===== config.mk =====
export PLATFORM = sky130hd
export DESIGN_NAME = traffic_phase_sched
export DESIGN_NICKNAME = d
export VERILOG_FILES = /design/src/rtl/traffic_pkg.sv /design/src/rtl/rr_pick4.sv /design/src/rtl/traffic_phase_sched.sv
export SDC_FILE = /design/constraint.sdc
export NUM_CORES = 1
export LEC_CHECK = 0
export CELL_PAD_IN_SITES_DETAIL_PLACEMENT = 0
export CELL_PAD_IN_SITES_GLOBAL_PLACEMENT = 2
export CORE_ASPECT_RATIO = 0.7
export CORE_MARGIN = 8
export CORE_UTILIZATION = 35
export DETAILED_ROUTE_END_ITERATION = 8
export GPL_TIMING_DRIVEN = 0
export PLACE_DENSITY = 0.95
export SYNTH_ARGS = -nofsm -noshare
export SYNTH_HDL_FRONTEND = slang
export SYNTH_SLANG_ARGS = --single-unit

===== constraint.sdc =====
create_clock -name clk -period 5.7 [get_ports clk]
set_input_delay 0.57 -clock clk [delete_from_list [all_inputs] [get_ports clk]]
set_output_delay 0.57 -clock clk [all_outputs]
set_load 0.03 [all_outputs]

===== src/rtl/traffic_pkg.sv =====
// Shared phase, lamp and direction definitions for the intersection phase scheduler.
package traffic_pkg;

  typedef enum logic [1:0] {
    ALL_RED = 2'd0,
    GREEN   = 2'd1,
    YELLOW  = 2'd2
  } phase_t;

  localparam logic [2:0] LAMP_RED = 3'b100;
  localparam logic [2:0] LAMP_YEL = 3'b010;
  localparam logic [2:0] LAMP_GRN = 3'b001;

  localparam logic [1:0] DIR_N = 2'd0;
  localparam logic [1:0] DIR_E = 2'd1;
  localparam logic [1:0] DIR_S = 2'd2;
  localparam logic [1:0] DIR_W = 2'd3;

  // Packed lamp word {w,s,e,n}: only the granted approach may leave red.
  function automatic logic [11:0] lamp_vec(input phase_t ph, input logic [1:0] dir);
    logic [11:0] v;
    for (int k = 0; k < 4; k++) begin
      v[3*k +: 3] = LAMP_RED;
      if (dir == 2'(k)) begin
        if (ph == GREEN)       v[3*k +: 3] = LAMP_GRN;
        else if (ph == YELLOW) v[3*k +: 3] = LAMP_YEL;
      end
    end
    return v;
  endfunction

endpackage


===== src/rtl/rr_pick4.sv =====
// Rotating-priority encoder: first set bit of pending searching last+1, last+2, ... modulo 4.
module rr_pick4 (
  input  logic [3:0] pending,
  input  logic [1:0] last,
  output logic [1:0] idx,
  output logic       found
);

  logic [1:0] cand;

  // Scan farthest to nearest so the nearest requester after last wins.
  always_comb begin
    idx   = last;
    found = |pending;
    cand  = last;
    for (int i = 4; i >= 1; i--) begin
      cand = last + 2'(i);
      if (pending[cand]) idx = cand;
    end
  end

endmodule


===== src/rtl/traffic_phase_sched.sv =====
// Demand-driven four-way phase scheduler: round-robin green grants bounded by
// min/max green, fixed yellow, all-red clearance, and emergency preempt.
module traffic_phase_sched
  import traffic_pkg::*;
#(
  parameter int unsigned GREEN_MIN  = 20,
  parameter int unsigned GREEN_MAX  = 60,
  parameter int unsigned YELLOW_CYC = 5,
  parameter int unsigned ALLRED_CYC = 2,
  parameter int unsigned TIMER_W    = 8
) (
  input  logic       clk,
  input  logic       rst,
  input  logic [3:0] req,
  input  logic       preempt_vld,
  input  logic [1:0] preempt_dir,
  output logic [2:0] n_lights,
  output logic [2:0] e_lights,
  output logic [2:0] s_lights,
  output logic [2:0] w_lights,
  output logic [1:0] phase,
  output logic [1:0] cur_dir
);

  localparam logic [TIMER_W-1:0] AR_TERM   = TIMER_W'(ALLRED_CYC - 1);
  localparam logic [TIMER_W-1:0] GMIN_TERM = TIMER_W'(GREEN_MIN - 1);
  localparam logic [TIMER_W-1:0] GMAX_TERM = TIMER_W'(GREEN_MAX - 1);
  localparam logic [TIMER_W-1:0] Y_TERM    = TIMER_W'(YELLOW_CYC - 1);

  phase_t               state;
  logic [TIMER_W-1:0]   timer;
  logic [TIMER_W-1:0]   term_c;
  logic [3:0]           pending;
  logic [3:0]           dir_mask_c;
  logic [3:0]           green_mask_c;
  logic [3:0]           others_c;
  logic [1:0]           pick_idx;
  logic                 pick_found;
  logic                 to_green_c;
  logic                 to_yellow_c;
  logic                 to_allred_c;
  logic [1:0]           green_dir_c;

  rr_pick4 u_pick (
    .pending (pending),
    .last    (cur_dir),
    .idx     (pick_idx),
    .found   (pick_found)
  );

  assign dir_mask_c   = 4'b0001 << cur_dir;
  assign others_c     = pending & ~dir_mask_c;
  assign green_mask_c = (state == GREEN) ? dir_mask_c : 4'b0000;

  // Transition conditions and per-state timer terminal count.
  always_comb begin
    term_c      = AR_TERM;
    to_green_c  = 1'b0;
    to_yellow_c = 1'b0;
    to_allred_c = 1'b0;
    green_dir_c = pick_idx;
    case (state)
      ALL_RED: begin
        term_c = AR_TERM;
        if (timer >= AR_TERM) begin
          if (preempt_vld) begin
            to_green_c  = 1'b1;
            green_dir_c = preempt_dir;
          end else if (pick_found) begin
            to_green_c = 1'b1;
          end
        end
      end
      GREEN: begin
        term_c = GMAX_TERM;
        if (preempt_vld) to_yellow_c = (preempt_dir != cur_dir);
        else             to_yellow_c = (timer >= GMIN_TERM) && (|others_c) &&
                                       (!req[cur_dir] || (timer >= GMAX_TERM));
      end
      YELLOW: begin
        term_c      = Y_TERM;
        to_allred_c = (timer == Y_TERM);
      end
      default: ;
    endcase
  end

  // Phase FSM with registered lamps, phase and grant direction.
  always_ff @(posedge clk) begin
    if (rst) begin
      state    <= ALL_RED;
      phase    <= ALL_RED;
      timer    <= '0;
      pending  <= 4'b0000;
      cur_dir  <= DIR_W;
      {w_lights, s_lights, e_lights, n_lights} <= {4{LAMP_RED}};
    end else begin
      pending <= (pending | req) & ~green_mask_c;
      timer   <= (timer < term_c) ? timer + TIMER_W'(1) : timer;
      if (to_green_c) begin
        state   <= GREEN;
        phase   <= GREEN;
        timer   <= '0;
        cur_dir <= green_dir_c;
        {w_lights, s_lights, e_lights, n_lights} <= lamp_vec(GREEN, green_dir_c);
      end else if (to_yellow_c) begin
        state <= YELLOW;
        phase <= YELLOW;
        timer <= '0;
        {w_lights, s_lights, e_lights, n_lights} <= lamp_vec(YELLOW, cur_dir);
      end else if (to_allred_c) begin
        state <= ALL_RED;
        phase <= ALL_RED;
        timer <= '0;
        {w_lights, s_lights, e_lights, n_lights} <= {4{LAMP_RED}};
      end
    end
  end

endmodule


==> results of run 1 <==
sequential cells by signal, indices dropped and copies added, names as in the netlist:
signal,flops
phase,1
state,1
e_lights,3
cur_dir,2
n_lights,3
w_lights,3
s_lights,3
timer,8
pending,4
cells by family (layout without fill, tap and decap cells):
logic type,after synthesis,count (layout),share of synthesized area
buffers and inverters,18,45,0.05340
adders and majority gates,13,13,0.09510
muxes,7,7,0.05047
xor gates and xnor gates,2,2,0.01024
DFF,28,28,0.3277
and+or+nand+nor,68,68,0.2180
AOI/OAI and AO/OA,61,61,0.2451
power breakdown:
part           switching (mW)  internal, mW  total (mW)
combinational           0.341         0.252       0.593
clock                  0.0639        0.0476       0.111
sequential             0.0415         0.237       0.279
placed cells by master, fill, tap and decap left out, types with 3 or more instances in the layout:
cell / n
or3_1: 8
o2111ai_1: 3
mux2i_1: 3
nor2b_1: 4
nand4_1: 3
dfxtp_1: 28
a21oi_1: 18
clkdlybuf4s50_1: 24
ha_1: 13
nor3b_1: 5
a22oi_1: 4
a221o_1: 4
clkbuf_1: 3
a211oi_1: 5
o21ai_0: 10
buf_2: 4
clkbuf_8: 3
inv_1: 8
nand2b_1: 8
nand2_1: 11
mux2_2: 3
nor2_1: 18
metrics by stage:
step | total power, mW | setup WS (ns) | std cells | cell area, sq um | hold slack [ns]
after global placement | 0.8718 | 2.409 | 290 | 2037 | 0.4451
after global routing | 1.068 | 2.059 | 293 | 2078 | 0.4951
after detailed placement | 0.8707 | 2.411 | 290 | 2037 | 0.4469
after CTS | 0.9829 | 2.388 | 293 | 2078 | 0.4610
final | 0.9829 | 2.372 | 293 | 2078 | 0.4595
after floorplan | 0.7047 | 3.015 | 197 | 1710 | 0.4487
routing by layer:
| layer | global-route usage | vias up | routed length (um) |
|---|---|---|---|
| met5 | 0 | - | 0 |
| met1 | 0.1690 | 729 | 2332 |
| met3 | 0.02523 | 4 | 180 |
| met4 | 0.04341 | 0 | 40 |
| met2 | 0.1743 | 27 | 1807 |
| li1 | - | 788 | - |
path summary, 6_finish.rpt:
kind | to | depth (start not counted) | slack, ns | startpoint
worst max register to register | timer[4] | 7 | 2.37 | phase[0]
worst min register to register | e_lights[0] | 2 | 0.46 | e_lights[0]
worst min-delay path | e_lights[0] | 2 | 0.46 | e_lights[0]
worst max-delay path | timer[4] | 7 | 2.37 | phase[0]
layout make-up:
type                       instances  area, sq um
buffer                            10        61.31
clock buffer                       3        41.29
fill                             475         2678
inverter                           8        30.03
multi-input combinational        151         1059
sequential                        28        560.5
tap                               69        86.33
timing repair buffer              24        240.2
synthesized netlist by cell type (3+ instances only):
cell type / number
nor2b_1: 4
or3_1: 8
nand2b_1: 8
dfxtp_1: 28
a221o_1: 4
mux2i_1: 3
buf_2: 4
a211oi_1: 5
mux2_2: 3
nand4_1: 3
o2111ai_1: 3
ha_1: 13
a21oi_1: 18
a22oi_1: 4
o21ai_0: 10
clkbuf_1: 3
nor2_1: 18
inv_1: 8
nor3b_1: 5
nand2_1: 11
worst max-delay path: cells and delay by family, from the launching register on:
family / cells / cell delay, ns
flops: 1 / 0.44
fa+ha+maj: 1 / 0.35
compound gates: 2 / 1.26
simple gates: 3 / 1.02
buf+inv: 1 / 0.20
==> impl_results.md, run 1 <==
* Status: finished clean
* RSZ-0062 raised after global routing: no
* Min-delay worst type: register to register
* Setup TNS at 0 ns
* Clock skew at around 0.0014 ns
* Synth unique cells at 46
* Crit path kind: register to register
* Row count at 21
* Gr ovfl total at 0
* Gr usage total at 0.1199
* Clock transition at the registers of the reported paths at around 0.10 ns
* Synth Flop Type: dfxtp_1
* DRC at 0
* Core box area at ~4800 sq um
* 1st-iter DRT viols at 110
* Area leader, netlist: dfxtp_1
* Worst skew pair latency at ~0.28 ns
* Worst EP arrival at between 3 and 4 ns
* Cell Chain, Critical Path: nor2b_1 > inv_1 > ha_1 > a2111oi_0 > nand4_1 > or3_1 > a21oi_1
* Post-layout nets at ~250
* Dominant cells by area after synthesis: dfxtp_1 33%, ha_1 9.5%, a21oi_1 5.3%
* Top Ports at 25
* Initial antenna violation count at 0
* Syn Inst Count at 197
* CTS tree: yes
* Slew at the pin closest to its max-slew limit at about 1.3 ns
* MaxCap Viol Count at 0
* Worst vdd ir at 0.0002167 V
* Share of the synthesized area in the top cell type at 0.3277
* Max Slew Vio Count at 0
* Worst path max stage delay at around 1.1 ns
* Crit path launch type: register
* Drt wl/cell at between 10 and 15 um
* Fin. Hold Viols at 0
* Seq cells post-synth at 28
* Synth warnings at 0
* CP max stage cell: a2111oi_0
* Worst Path Required at 5.92 ns
* Post-CTS setup buffers at 0
* Post-synth EDFFs at 0
* Clock sinks at 28
* Max Fclk at ~300 MHz
* Starting Density at 0.3596
* Max FO, Critical Path at 7
* Largest net degree at the start of global routing at 15
* Hold Buf Count CTS at 0
* First-pass GRT wire length at approximately 7000 um
* Final Routed Wirelength at 4361 um
* Layout cells sized above 1 at 0.08036
* Area Growth Syn to Fin at 21.51%
* Leak at between 0.7 and 0.8 nW
* Routed vias/inst at 5.283
* Root Driver: clkbuf_8
* DRT Pass-1 Iters at 4
* Post-CTS sizing at 0
* DIE HEIGHT at around 74 um
* Clock period minus worst slack at between 3 and 4 ns
* DP HPWL at around 3300 um
* Power per cell area at ~470 nW/um^2
* GP Congestion at about 0.8
* Via count at 1,548
* Die Area at 7415 sq um
* Sequential area share after synthesis at 0.3277
* Setup violators final at 0
* Vias in the first global route at between 1,500 and 2,000
* Routed Antenna Nets at 0
* Final core utilization at 0.4370
* Antenna Cells at 0
* Endpoint class of the critical path: register
* Synth async-reset ratio at 0
* Synth Area per Inst at about 8.7 sq um
* Period utilisation layout at 0.5838
* H-Tree Depth at 1
* Die X at about 100 um
* TritonCTS Buffers at 3
* Slew Limit Headroom at 0.07940
* Netlist area before placement at between 1500 and 2000 sq um
* Clock buffer depth at 2
* Syn Nets at approximately 220
* PortBufs at 24
No activity file was read; power rests on OpenSTA's default activity.
==> inputs of run 2 (changes only) <==
--- a/config.mk
+++ b/config.mk
@@ -9,10 +9,10 @@
 export CELL_PAD_IN_SITES_GLOBAL_PLACEMENT = 2
 export CORE_ASPECT_RATIO = 0.7
 export CORE_MARGIN = 8
-export CORE_UTILIZATION = 35
+export CORE_UTILIZATION = 32
 export DETAILED_ROUTE_END_ITERATION = 8
 export GPL_TIMING_DRIVEN = 0
-export PLACE_DENSITY = 0.95
+export PLACE_DENSITY = 0.89
 export SYNTH_ARGS = -nofsm -noshare
 export SYNTH_HDL_FRONTEND = slang
 export SYNTH_SLANG_ARGS = --single-unit
==> constraint.sdc (replaced) <==
create_clock -name clk -period 3.1 [get_ports clk]
set_input_delay 0.31 -clock clk [delete_from_list [all_inputs] [get_ports clk]]
set_output_delay 0.31 -clock clk [all_outputs]
set_load 0.03 [all_outputs]
==> impl_results.md, run 2 (synthesis gave the netlist of run 1 again) <==
* Clock skew at ~0.014 ns
* Gr usage total at 0.1193
* Row count at 22
* R2r worst-path depth at 7
* Worst vdd ir at about 0.00042 V
* DIE HEIGHT at 77.17 um
* Hold Crit Start: s_lights[0]
* Max Fclk at about 360 MHz
* Leak at 0.8151 nW
* Setup violators final at 0
* CTS tree: yes
* Root Driver: clkbuf_8
* Period utilisation layout at 0.9081
* Fin. Hold Viols at 0
* Clock sinks at 28
* Origin of the critical flop-to-flop path: phase[0]
* Biggest regs: timer: 8 flops, pending: 4 flops
* Clock transition at the registers of the reported paths at roughly 0.11 ns
* Max FO, Critical Path at 7
* Worst skew pair latency at between 0.2 and 0.3 ns
* Gr ovfl total at 0
* Power per cell area at around 910 nW/um^2
* Worst Path Required at between 3 and 4 ns
* Hold EP: s_lights[0]
* Max FFs per register at 8
* PortBufs at 24
* Post-CTS setup buffers at 0
* First-pass GRT wire length at 7645 um
* Via count at between 1,500 and 2,000
* Routed vias/inst at about 5
* Max Slew Vio Count at 0
* Crit path kind: register to register
* R2r setup slk at 0.28 ns
* Drt wl/cell at around 15 um
* Die Area at 7977 sq um
* Largest net degree at the start of global routing at 17
* Final instance area at 2118 sq um
* Commonest non-fill, non-tap cell in the layout: dfxtp_1
* Initial antenna violation count at 0
* 1st-iter DRT viols at between 100 and 150
* Core box area at 5202 sq um
* Slew at the pin closest to its max-slew limit at approximately 0.63 ns
* Most frequent cells in the layout: 28 x dfxtp_1, 24 x clkdlybuf4s50_1, 18 x nor2_1, 18 x a21oi_1, 13 x ha_1
* GP Congestion at roughly 0.84
* Crit path launch type: register
* H-Tree Depth at 1
* Top Ports at 25
* Hold depth at 2
* Reg-to-reg critical path endpoint: timer[5]
* Status: finished clean
* Endpoint class of the critical path: register
* RSZ-0062 raised after global routing: no
* Clock buffer depth at 2
* Die X at 103.4 um
* Hold slack at between 0.4 and 0.5 ns
* Final core utilization at 0.4072
* Hold Buf Count CTS at 0
* Starting Density at 0.3288
* Top reg by flops: timer
* Area Growth Syn to Fin at 23.85%
* DRT Pass-1 Iters at 4
* DP HPWL at approximately 3500 um
* Slew Limit Headroom at 0.5817
* DP Area at just over 2000 sq um
* Antenna Cells at 0
* Worst EP arrival at around 3 ns
* MaxCap Viol Count at 0
* DRC at 0
* Min-delay worst type: register to register
* Routed Antenna Nets at 0
* Post-layout nets at about 250
* Final Routed Wirelength at approximately 4500 um
* Layout cells sized above 1 at 0.08889
* TritonCTS Buffers at 3
* Vias in the first global route at about 1,400
* Clock period minus worst slack at around 2.8 ns
## run 2: cell type report
class,instances,area (sq um)
inverters,8,30.03
clock buffers,3,41.29
repair buffers,24,240.2
plain buffers,10,61.31
clock inverters,1,30.03
multi-input cells,151,1065
flip-flops and latches,28,560.5
well taps,72,90.09
fillers,548,3084
## run 2: how the worst max path moves through the flow
| stage | start | endpoint | slack (ns) | cells past startpoint |
|---|---|---|---|---|
| finish | phase[0] | timer[5] | 0.28 | 7 |
| global route | phase[0] | timer[5] | 0.06 | 7 |
| CTS | phase[0] | timer[4] | 0.04 | 7 |
| detailed placement | phase[0] | timer[3] | -0.21 | 7 |
| global placement | phase[0] | timer[3] | -0.16 | 7 |
| floorplan | phase[0] | timer[3] | 0.41 | 7 |
## run 2: report_power, final
part / switching (mW) / leakage, nW / internal [mW]
Combinational: 0.646 / 0.550 / 0.464
Sequential: 0.0742 / 0.229 / 0.436
Clock: 0.123 / 0.0357 / 0.173
Total: 0.844 / 0.815 / 1.07
## run 2: timing repair
action,in CTS,in global routing
gates resized for setup,1,1
pin swaps,0,0
setup endpoints to repair,3,3
## run 2: per-layer routing
metal	vias to the layer above	wire (um)	track usage
met5	-	0	0
met4	0	21	0.01727
met3	2	170	0.02344
met2	29	1675	0.1405
met1	706	2667	0.2035
li1	789	-	-
## run 2: worst max-delay path: stages (launching register included)
cell      delay (ns)
dfxtp_1         0.43
nor2b_1         0.46
inv_1           0.20
ha_1            0.37
a2111o_1        0.45
or3_1           0.38
or3_1           0.31
a21oi_1         0.14
## run 2: stage by stage
stage,power [mW],setup TNS (ns),worst slack [ns],instances
5_1_grt,2.066,0,0.06061,297
3_5_place_dp,1.624,-0.5549,-0.2102,293
3_3_place_gp,1.622,-0.3204,-0.1605,293
4_1_cts,1.925,0,0.04329,297
6_report,1.917,0,0.2848,297
2_1_floorplan,1.296,0,0.4145,197
